==> src/rtl/ov7670_pkg.sv <==
// Shared types and constants for the OV7670 capture controller.
package ov7670_pkg;

    // Capture controller states.
    typedef enum logic [1:0] {
        ST_IDLE    = 2'd0,
        ST_ARM     = 2'd1,
        ST_SYNC    = 2'd2,
        ST_CAPTURE = 2'd3
    } cap_state_t;

    // The camera sends the high byte of each RGB565 pixel first.
    localparam bit HIGH_BYTE_FIRST = 1'b1;

    // Places the two received bytes into a 16-bit pixel in transmission order.
    function automatic logic [15:0] pack_pixel(input logic [7:0] first_byte,
                                               input logic [7:0] second_byte);
        logic [15:0] pix;
        if (HIGH_BYTE_FIRST) begin
            pix = {first_byte, second_byte};
        end else begin
            pix = {second_byte, first_byte};
        end
        return pix;
    endfunction

endpackage

==> src/rtl/ov7670_byte_pair.sv <==
// Assembles two consecutive href-qualified camera bytes into one pixel write.
module ov7670_byte_pair
    import ov7670_pkg::*;
(
    input  logic        pclk,
    input  logic        rst,
    input  logic        clr,
    input  logic        en,
    input  logic        href,
    input  logic        block,
    input  logic [7:0]  d,
    output logic        pair_sample,
    output logic        wr_en,
    output logic [15:0] wr_data
);

    logic        phase_r;
    logic [7:0]  high_r;
    logic        wr_en_r;
    logic [15:0] wr_data_r;

    // Second byte of a pixel is being sampled this cycle.
    assign pair_sample = en & href & phase_r;

    // Byte phase tracking, first-byte latch and registered write strobe.
    always_ff @(posedge pclk) begin
        if (rst) begin
            phase_r   <= 1'b0;
            high_r    <= 8'h00;
            wr_en_r   <= 1'b0;
            wr_data_r <= 16'h0000;
        end else if (clr) begin
            phase_r   <= 1'b0;
            high_r    <= 8'h00;
            wr_en_r   <= 1'b0;
        end else begin
            wr_en_r <= 1'b0;
            if (en && href) begin
                if (!phase_r) begin
                    high_r  <= d;
                    phase_r <= 1'b1;
                end else begin
                    phase_r <= 1'b0;
                    // A blocked pixel is dropped; the controller flags the overflow.
                    if (!block) begin
                        wr_en_r   <= 1'b1;
                        wr_data_r <= pack_pixel(high_r, d);
                    end
                end
            end else begin
                // href low drops any dangling odd byte.
                phase_r <= 1'b0;
            end
        end
    end

    assign wr_en   = wr_en_r;
    assign wr_data = wr_data_r;

endmodule

==> src/rtl/ov7670_capture_ctrl.sv <==
// OV7670 frame capture controller: arms on start, waits for a vsync pulse,
// then writes assembled pixels to a frame buffer while checking geometry.
module ov7670_capture_ctrl
    import ov7670_pkg::*;
#(
    parameter int RESOLUTION_WIDTH  = 640,
    parameter int RESOLUTION_HEIGHT = 480,
    parameter int BYTES_PER_PIXEL   = 2
) (
    input  logic                                                   pclk,
    input  logic                                                   rst,
    input  logic                                                   start,
    input  logic                                                   continuous,
    input  logic                                                   vsync,
    input  logic                                                   href,
    input  logic [7:0]                                             D,
    output logic                                                   wr_en,
    output logic [$clog2(RESOLUTION_WIDTH*RESOLUTION_HEIGHT)-1:0]  wr_addr,
    output logic [15:0]                                            wr_data,
    output logic                                                   busy,
    output logic                                                   frame_done,
    output logic                                                   err_line,
    output logic                                                   err_frame
);

    localparam int PIXELS     = RESOLUTION_WIDTH * RESOLUTION_HEIGHT;
    localparam int ADDR_W     = $clog2(PIXELS);
    localparam int LINE_BYTES = RESOLUTION_WIDTH * BYTES_PER_PIXEL;
    localparam int BYTE_W     = $clog2(LINE_BYTES + 1) + 1;
    localparam int LINE_W     = $clog2(RESOLUTION_HEIGHT + 1) + 1;

    localparam logic [ADDR_W-1:0] LAST_ADDR = ADDR_W'(PIXELS - 1);
    localparam logic [BYTE_W-1:0] BYTE_MAX  = {BYTE_W{1'b1}};
    localparam logic [LINE_W-1:0] LINE_MAX  = {LINE_W{1'b1}};

    cap_state_t        state_r;
    cap_state_t        state_next_s;
    logic              cont_mode_r;
    logic              vsync_q_r;
    logic              href_q_r;
    logic [ADDR_W-1:0] addr_r;
    logic              addr_full_r;
    logic [LINE_W-1:0] line_cnt_r;
    logic [LINE_W-1:0] line_cnt_final_s;
    logic [BYTE_W-1:0] byte_cnt_r;
    logic              frame_done_r;
    logic              err_line_r;
    logic              err_frame_r;
    logic              busy_r;

    logic              capture_s;
    logic              vsync_rise_s;
    logic              href_fall_s;
    logic              enter_capture_s;
    logic              pair_sample_s;
    logic              wr_en_s;

    assign capture_s       = (state_r == ST_CAPTURE);
    assign vsync_rise_s    = vsync & ~vsync_q_r;
    assign href_fall_s     = capture_s & href_q_r & ~href;
    assign enter_capture_s = (state_r == ST_SYNC) & ~vsync;

    ov7670_byte_pair u_byte_pair (
        .pclk        (pclk),
        .rst         (rst),
        .clr         (enter_capture_s),
        .en          (capture_s),
        .href        (href),
        .block       (addr_full_r),
        .d           (D),
        .pair_sample (pair_sample_s),
        .wr_en       (wr_en_s),
        .wr_data     (wr_data)
    );

    // Line count including a line that ends this very cycle, so a coincident
    // href fall is counted before the frame-length check.
    always_comb begin
        line_cnt_final_s = line_cnt_r;
        if (href_fall_s && (line_cnt_r != LINE_MAX)) begin
            line_cnt_final_s = line_cnt_r + LINE_W'(1);
        end else begin
            line_cnt_final_s = line_cnt_r;
        end
    end

    // Next-state decode for the capture sequencer.
    always_comb begin
        state_next_s = state_r;
        case (state_r)
            ST_IDLE: begin
                if (start) state_next_s = ST_ARM;
                else       state_next_s = ST_IDLE;
            end
            ST_ARM: begin
                if (vsync) state_next_s = ST_SYNC;
                else       state_next_s = ST_ARM;
            end
            ST_SYNC: begin
                if (!vsync) state_next_s = ST_CAPTURE;
                else        state_next_s = ST_SYNC;
            end
            ST_CAPTURE: begin
                if (vsync_rise_s) state_next_s = cont_mode_r ? ST_SYNC : ST_IDLE;
                else              state_next_s = ST_CAPTURE;
            end
            default: state_next_s = ST_IDLE;
        endcase
    end

    // State register, mode latch, edge-detect history and status outputs.
    always_ff @(posedge pclk) begin
        if (rst) begin
            state_r      <= ST_IDLE;
            cont_mode_r  <= 1'b0;
            vsync_q_r    <= 1'b0;
            href_q_r     <= 1'b0;
            frame_done_r <= 1'b0;
            busy_r       <= 1'b0;
        end else begin
            state_r      <= state_next_s;
            busy_r       <= (state_next_s != ST_IDLE);
            vsync_q_r    <= vsync;
            href_q_r     <= capture_s ? href : 1'b0;
            frame_done_r <= capture_s & vsync_rise_s;
            if ((state_r == ST_IDLE) && start) begin
                cont_mode_r <= continuous;
            end
        end
    end

    // Pixel address, line/byte counters and sticky geometry error flags.
    always_ff @(posedge pclk) begin
        if (rst) begin
            addr_r      <= '0;
            addr_full_r <= 1'b0;
            line_cnt_r  <= '0;
            byte_cnt_r  <= '0;
            err_line_r  <= 1'b0;
            err_frame_r <= 1'b0;
        end else if (enter_capture_s) begin
            addr_r      <= '0;
            addr_full_r <= 1'b0;
            line_cnt_r  <= '0;
            byte_cnt_r  <= '0;
            err_line_r  <= 1'b0;
            err_frame_r <= 1'b0;
        end else begin
            // Advance after each write; the last address is held, never wrapped.
            if (wr_en_s) begin
                if (addr_r == LAST_ADDR) addr_full_r <= 1'b1;
                else                     addr_r      <= addr_r + ADDR_W'(1);
            end
            if (capture_s) begin
                if (href_fall_s) begin
                    byte_cnt_r <= '0;
                    line_cnt_r <= line_cnt_final_s;
                    if (byte_cnt_r != BYTE_W'(LINE_BYTES)) err_line_r <= 1'b1;
                end else if (href && (byte_cnt_r != BYTE_MAX)) begin
                    byte_cnt_r <= byte_cnt_r + BYTE_W'(1);
                end
                if (pair_sample_s && addr_full_r) begin
                    err_frame_r <= 1'b1;
                end
                if (vsync_rise_s && (line_cnt_final_s != LINE_W'(RESOLUTION_HEIGHT))) begin
                    err_frame_r <= 1'b1;
                end
            end
        end
    end

    assign wr_en      = wr_en_s;
    assign wr_addr    = addr_r;
    assign busy       = busy_r;
    assign frame_done = frame_done_r;
    assign err_line   = err_line_r;
    assign err_frame  = err_frame_r;

endmodule

==> config.mk <==
export PLATFORM = sky130hd
export DESIGN_NAME = ov7670_capture_ctrl
export DESIGN_NICKNAME = d
export VERILOG_FILES = /design/src/rtl/ov7670_pkg.sv /design/src/rtl/ov7670_byte_pair.sv /design/src/rtl/ov7670_capture_ctrl.sv
export SDC_FILE = /design/constraint.sdc
export NUM_CORES = 1
export LEC_CHECK = 0
export CAP_MARGIN = 20
export CORE_MARGIN = 2
export CORE_UTILIZATION = 45
export DETAILED_ROUTE_END_ITERATION = 6
export PLACE_DENSITY = 0.69
export SLEW_MARGIN = 20
export SYNTH_ARGS = -nofsm -noshare
export SYNTH_HDL_FRONTEND = slang
export SYNTH_SLANG_ARGS = --single-unit
==> constraint.sdc <==
create_clock -name pclk -period 4.6 [get_ports pclk]
set_input_delay 0.46 -clock pclk [delete_from_list [all_inputs] [get_ports pclk]]
set_output_delay 0.46 -clock pclk [all_outputs]
set_load 0.01 [all_outputs]
==> flow_summary.json <==
{
  "status": "completed",
  "synth_flop_cell": "dfxtp_1",
  "synth-seq-cells": 77,
  "period_minus_slack_ns": 2.32,
  "worstRegToRegCells": 5,
  "rsz0062_at_grt": "false",
  "end_kind": "register",
  "endpoint": "wr_addr[1]",
  "worst-endpoint-arrival_ns": 2.54,
  "postPlaceCellArea_sq_um": 4020,
  "worstPathRequired_ns": 4.82,
  "die_x_microns": 91.7,
  "cts_tree": "done",
  "synth_fa_ha_area_frac": 0.0145,
  "path_clk_slew_ns": 0.10,
  "rows": 31,
  "wl_microns": 7260,
  "timing.rr.start": "wr_addr[12]",
  "numClockSinks": 77,
  "cts_made_buffers": 9,
  "skew_ns": 0.0123,
  "setup_violations": 0,
  "fillCellCount": 719,
  "cts_root_buf": "clkbuf_8",
  "synth_commonest_cells": "77 x dfxtp_1, 68 x nand2_1, 48 x nor2_1, 34 x a21oi_1, 19 x xnor2_1",
  "antenna_cells": 0,
  "critPathBufInv": 0,
  "yosys_warnings": 0,
  "post_cts_buffers": 0,
  "drv_cap": 0,
  "regArea_sq_um": 1540,
  "io_pins": 54,
  "cts_hold_buf": 0,
  "clockBufferDepth": 2,
  "yosysMostFrequentCell": "dfxtp_1",
  "maxSlewViolCount": 0,
  "crit_fanout": 12,
  "vdd_drop_max_v": 0.000192,
  "antenna_left": 0,
  "drcViolationCount": 0,
  "synth_area_sq_um": 3460,
  "worstMarginPinSlew_ns": 1.04,
  "slowest_delay_ns": 0.59,
  "cp-start-kind": "register",
  "p_leak_nw": 1.37,
  "track_usage": 0.177,
  "place_inst": 545,
  "crit_chain": "or4b_4, nor4_4, a21o_2, mux2i_1, nor2_2",
  "power_mw": 1.21,
  "post-dp-hpwl_microns": 5140,
  "fp.coreArea_sq_um": 7370,
  "drtPass1Iterations": 4,
  "nNetsFinal": 475,
  "grt_max_degree": 30,
  "multiInputGateArea_sq_um": 1770,
  "stdcell_area_sq_um": 4200,
  "gp_congestion": 0.893,
  "regToRegSetupSlack_ns": 2.28,
  "portBuffers": 53,
  "drive_gt1_frac": 0.0606,
  "cellPowerDensity_nw_per_um2": 287,
  "path_depth": 5,
  "synth_simple_gate_area_share": 0.294,
  "start_util": 0.470,
  "die-area_sq_um": 8410,
  "timing.fmax_ghz": 0.432,
  "cts_resized": 0,
  "syn_inst": 413,
  "ys_types": 51,
  "syn-num-nets": 431,
  "cp-startpoint": "wr_addr[12]",
  "synth_compound_area_frac": 0.115,
  "yosysTopAreaCellShare": 0.445,
  "crit_family": "simple AND/OR/NAND/NOR gates",
  "vias": 2989,
  "avgSynthCellArea_sq_um": 8.39,
  "via_per_inst": 5.33,
  "area_delta_synth_final_pct": 21.4,
  "antenna_found_initial": 0,
  "final_cells": 561,
  "fin_tns_setup_ns": 0,
  "synth_xor_area_frac": 0.0784,
  "synth_edf_count": 0,
  "grt_pass1_vias": 2660,
  "fin_crit_sh": 0.504,
  "wl_per_cell_microns": 12.9,
  "hold_viol": 0,
  "synth_top_family_by_area": "simple AND/OR/NAND/NOR gates",
  "reg2reg_to": "wr_addr[1]",
  "ys_seq_area_frac": 0.445,
  "synth_area_leaders": "dfxtp_1 45%, nand2_1 7.4%, nor2_1 5.2%, a21oi_1 4.9%, xnor2_1 4.8%",
  "grt_overflow": 0,
  "yosys.area.top_type": "dfxtp_1",
  "hold_path_class": "reg -> reg",
  "critical_path_class": "reg -> reg",
  "postLayoutCoreUtil": 0.570,
  "fp.dieH_microns": 91.7,
  "synth_mux_area_frac": 0.00867,
  "synthArstFlopShare": 0,
  "slowest_stage": "nor4_4",
  "grt_pass1_wl_microns": 12300,
  "drtIter0Drc": 117,
  "clock_latency_ns": 0.36,
  "htreeDepth": 3,
  "maxSlewHeadroom": 0.307
}
tightest hold or removal path: stages (launching register included):
cell     delay, ns
dfxtp_1       0.32
nand2_1       0.05
a21oi_1       0.05
cells by family (layout without fill, tap and decap cells):
kind of cell | after synthesis | count (layout)
simple gates | 205 | 205
flops | 77 | 77
compound gates | 61 | 61
buf+inv | 32 | 81
xor+xnor | 31 | 31
fa+ha+maj | 4 | 4
mux | 3 | 3
metal layers:
| layer | wire (microns) | global-route usage | vias to the layer above | share of wire |
|---|---|---|---|---|
| met5 | 0 | 0 | - | 0 |
| met4 | 68 | 0.0672 | 0 | 0.0094 |
| met3 | 298 | 0.0345 | 9 | 0.041 |
| met2 | 3600 | 0.298 | 67 | 0.50 |
| met1 | 3290 | 0.224 | 1389 | 0.45 |
| li1 | - | - | 1524 | - |
power by group:
group	switching (mW)	internal [mW]	total, mW
Combinational	0.0234	0.0192	0.0426
Clock	0.280	0.209	0.489
Sequential	0.00471	0.671	0.675
Total	0.308	0.899	1.21
per-stage QoR:
step	setup WS (ns)	hold WS, ns
global placement	2.09	0.437
finish	2.28	0.453
global route	2.12	0.473
CTS	2.25	0.446
detailed placement	2.04	0.443
floorplan	2.68	0.432
registers in the layout, indices dropped and copies added, names as in the netlist:
| register | count |
|---|---|
| wr_addr | 19 |
| u_byte_pair.wr_data | 16 |
| byte_cnt_r | 12 |
| line_cnt_r | 10 |
| u_byte_pair.high_r | 8 |
| state_r | 2 |
| addr_full_r | 1 |
| busy | 1 |
| cont_mode_r | 1 |
| err_frame | 1 |
| err_line | 1 |
| frame_done | 1 |
| href_q_r | 1 |
| u_byte_pair.phase_r | 1 |
| u_byte_pair.wr_en | 1 |
| vsync_q_r | 1 |
cells in the final DEF (no fill, tap or decap), types with 4 or more instances in the layout:
master | Yosys | layout
nand2_1 | 68 | 68
clkbuf_8 | 0 | 9
ha_1 | 4 | 4
inv_1 | 10 | 10
dfxtp_1 | 77 | 77
a31oi_1 | 4 | 4
a211oi_1 | 8 | 8
clkdlybuf4s50_1 | 0 | 53
nor2_1 | 48 | 48
nor3_1 | 10 | 10
nand4_1 | 18 | 18
xnor2_1 | 19 | 19
xor2_1 | 12 | 12
a21oi_1 | 34 | 34
nand3_1 | 16 | 16
and3_1 | 9 | 9
nor4_1 | 5 | 5
worst min-delay path by stage:
stage	slack, ns	endpoint	startpoint	cells past startpoint
2_1_floorplan	0.43	u_byte_pair.wr_data[10]	u_byte_pair.high_r[2]	2
3_3_place_gp	0.44	u_byte_pair.wr_data[8]	u_byte_pair.high_r[0]	2
3_5_place_dp	0.44	u_byte_pair.wr_data[10]	u_byte_pair.high_r[2]	2
4_1_cts	0.45	u_byte_pair.wr_data[13]	u_byte_pair.high_r[5]	2
5_1_grt	0.47	u_byte_pair.wr_data[13]	u_byte_pair.high_r[5]	2
6_report	0.45	u_byte_pair.wr_data[13]	u_byte_pair.high_r[5]	2
final cells by class:
class | count | share of cell area
Tap cell | 99 | 0.0295
Multi-Input combinational cell | 304 | 0.421
Timing Repair Buffer | 55 | 0.130
Sequential cell | 77 | 0.367
Clock inverter | 7 | 0.0152
Inverter | 10 | 0.00893
Clock buffer | 9 | 0.0295
No activity file was read; power rests on OpenSTA's default activity.
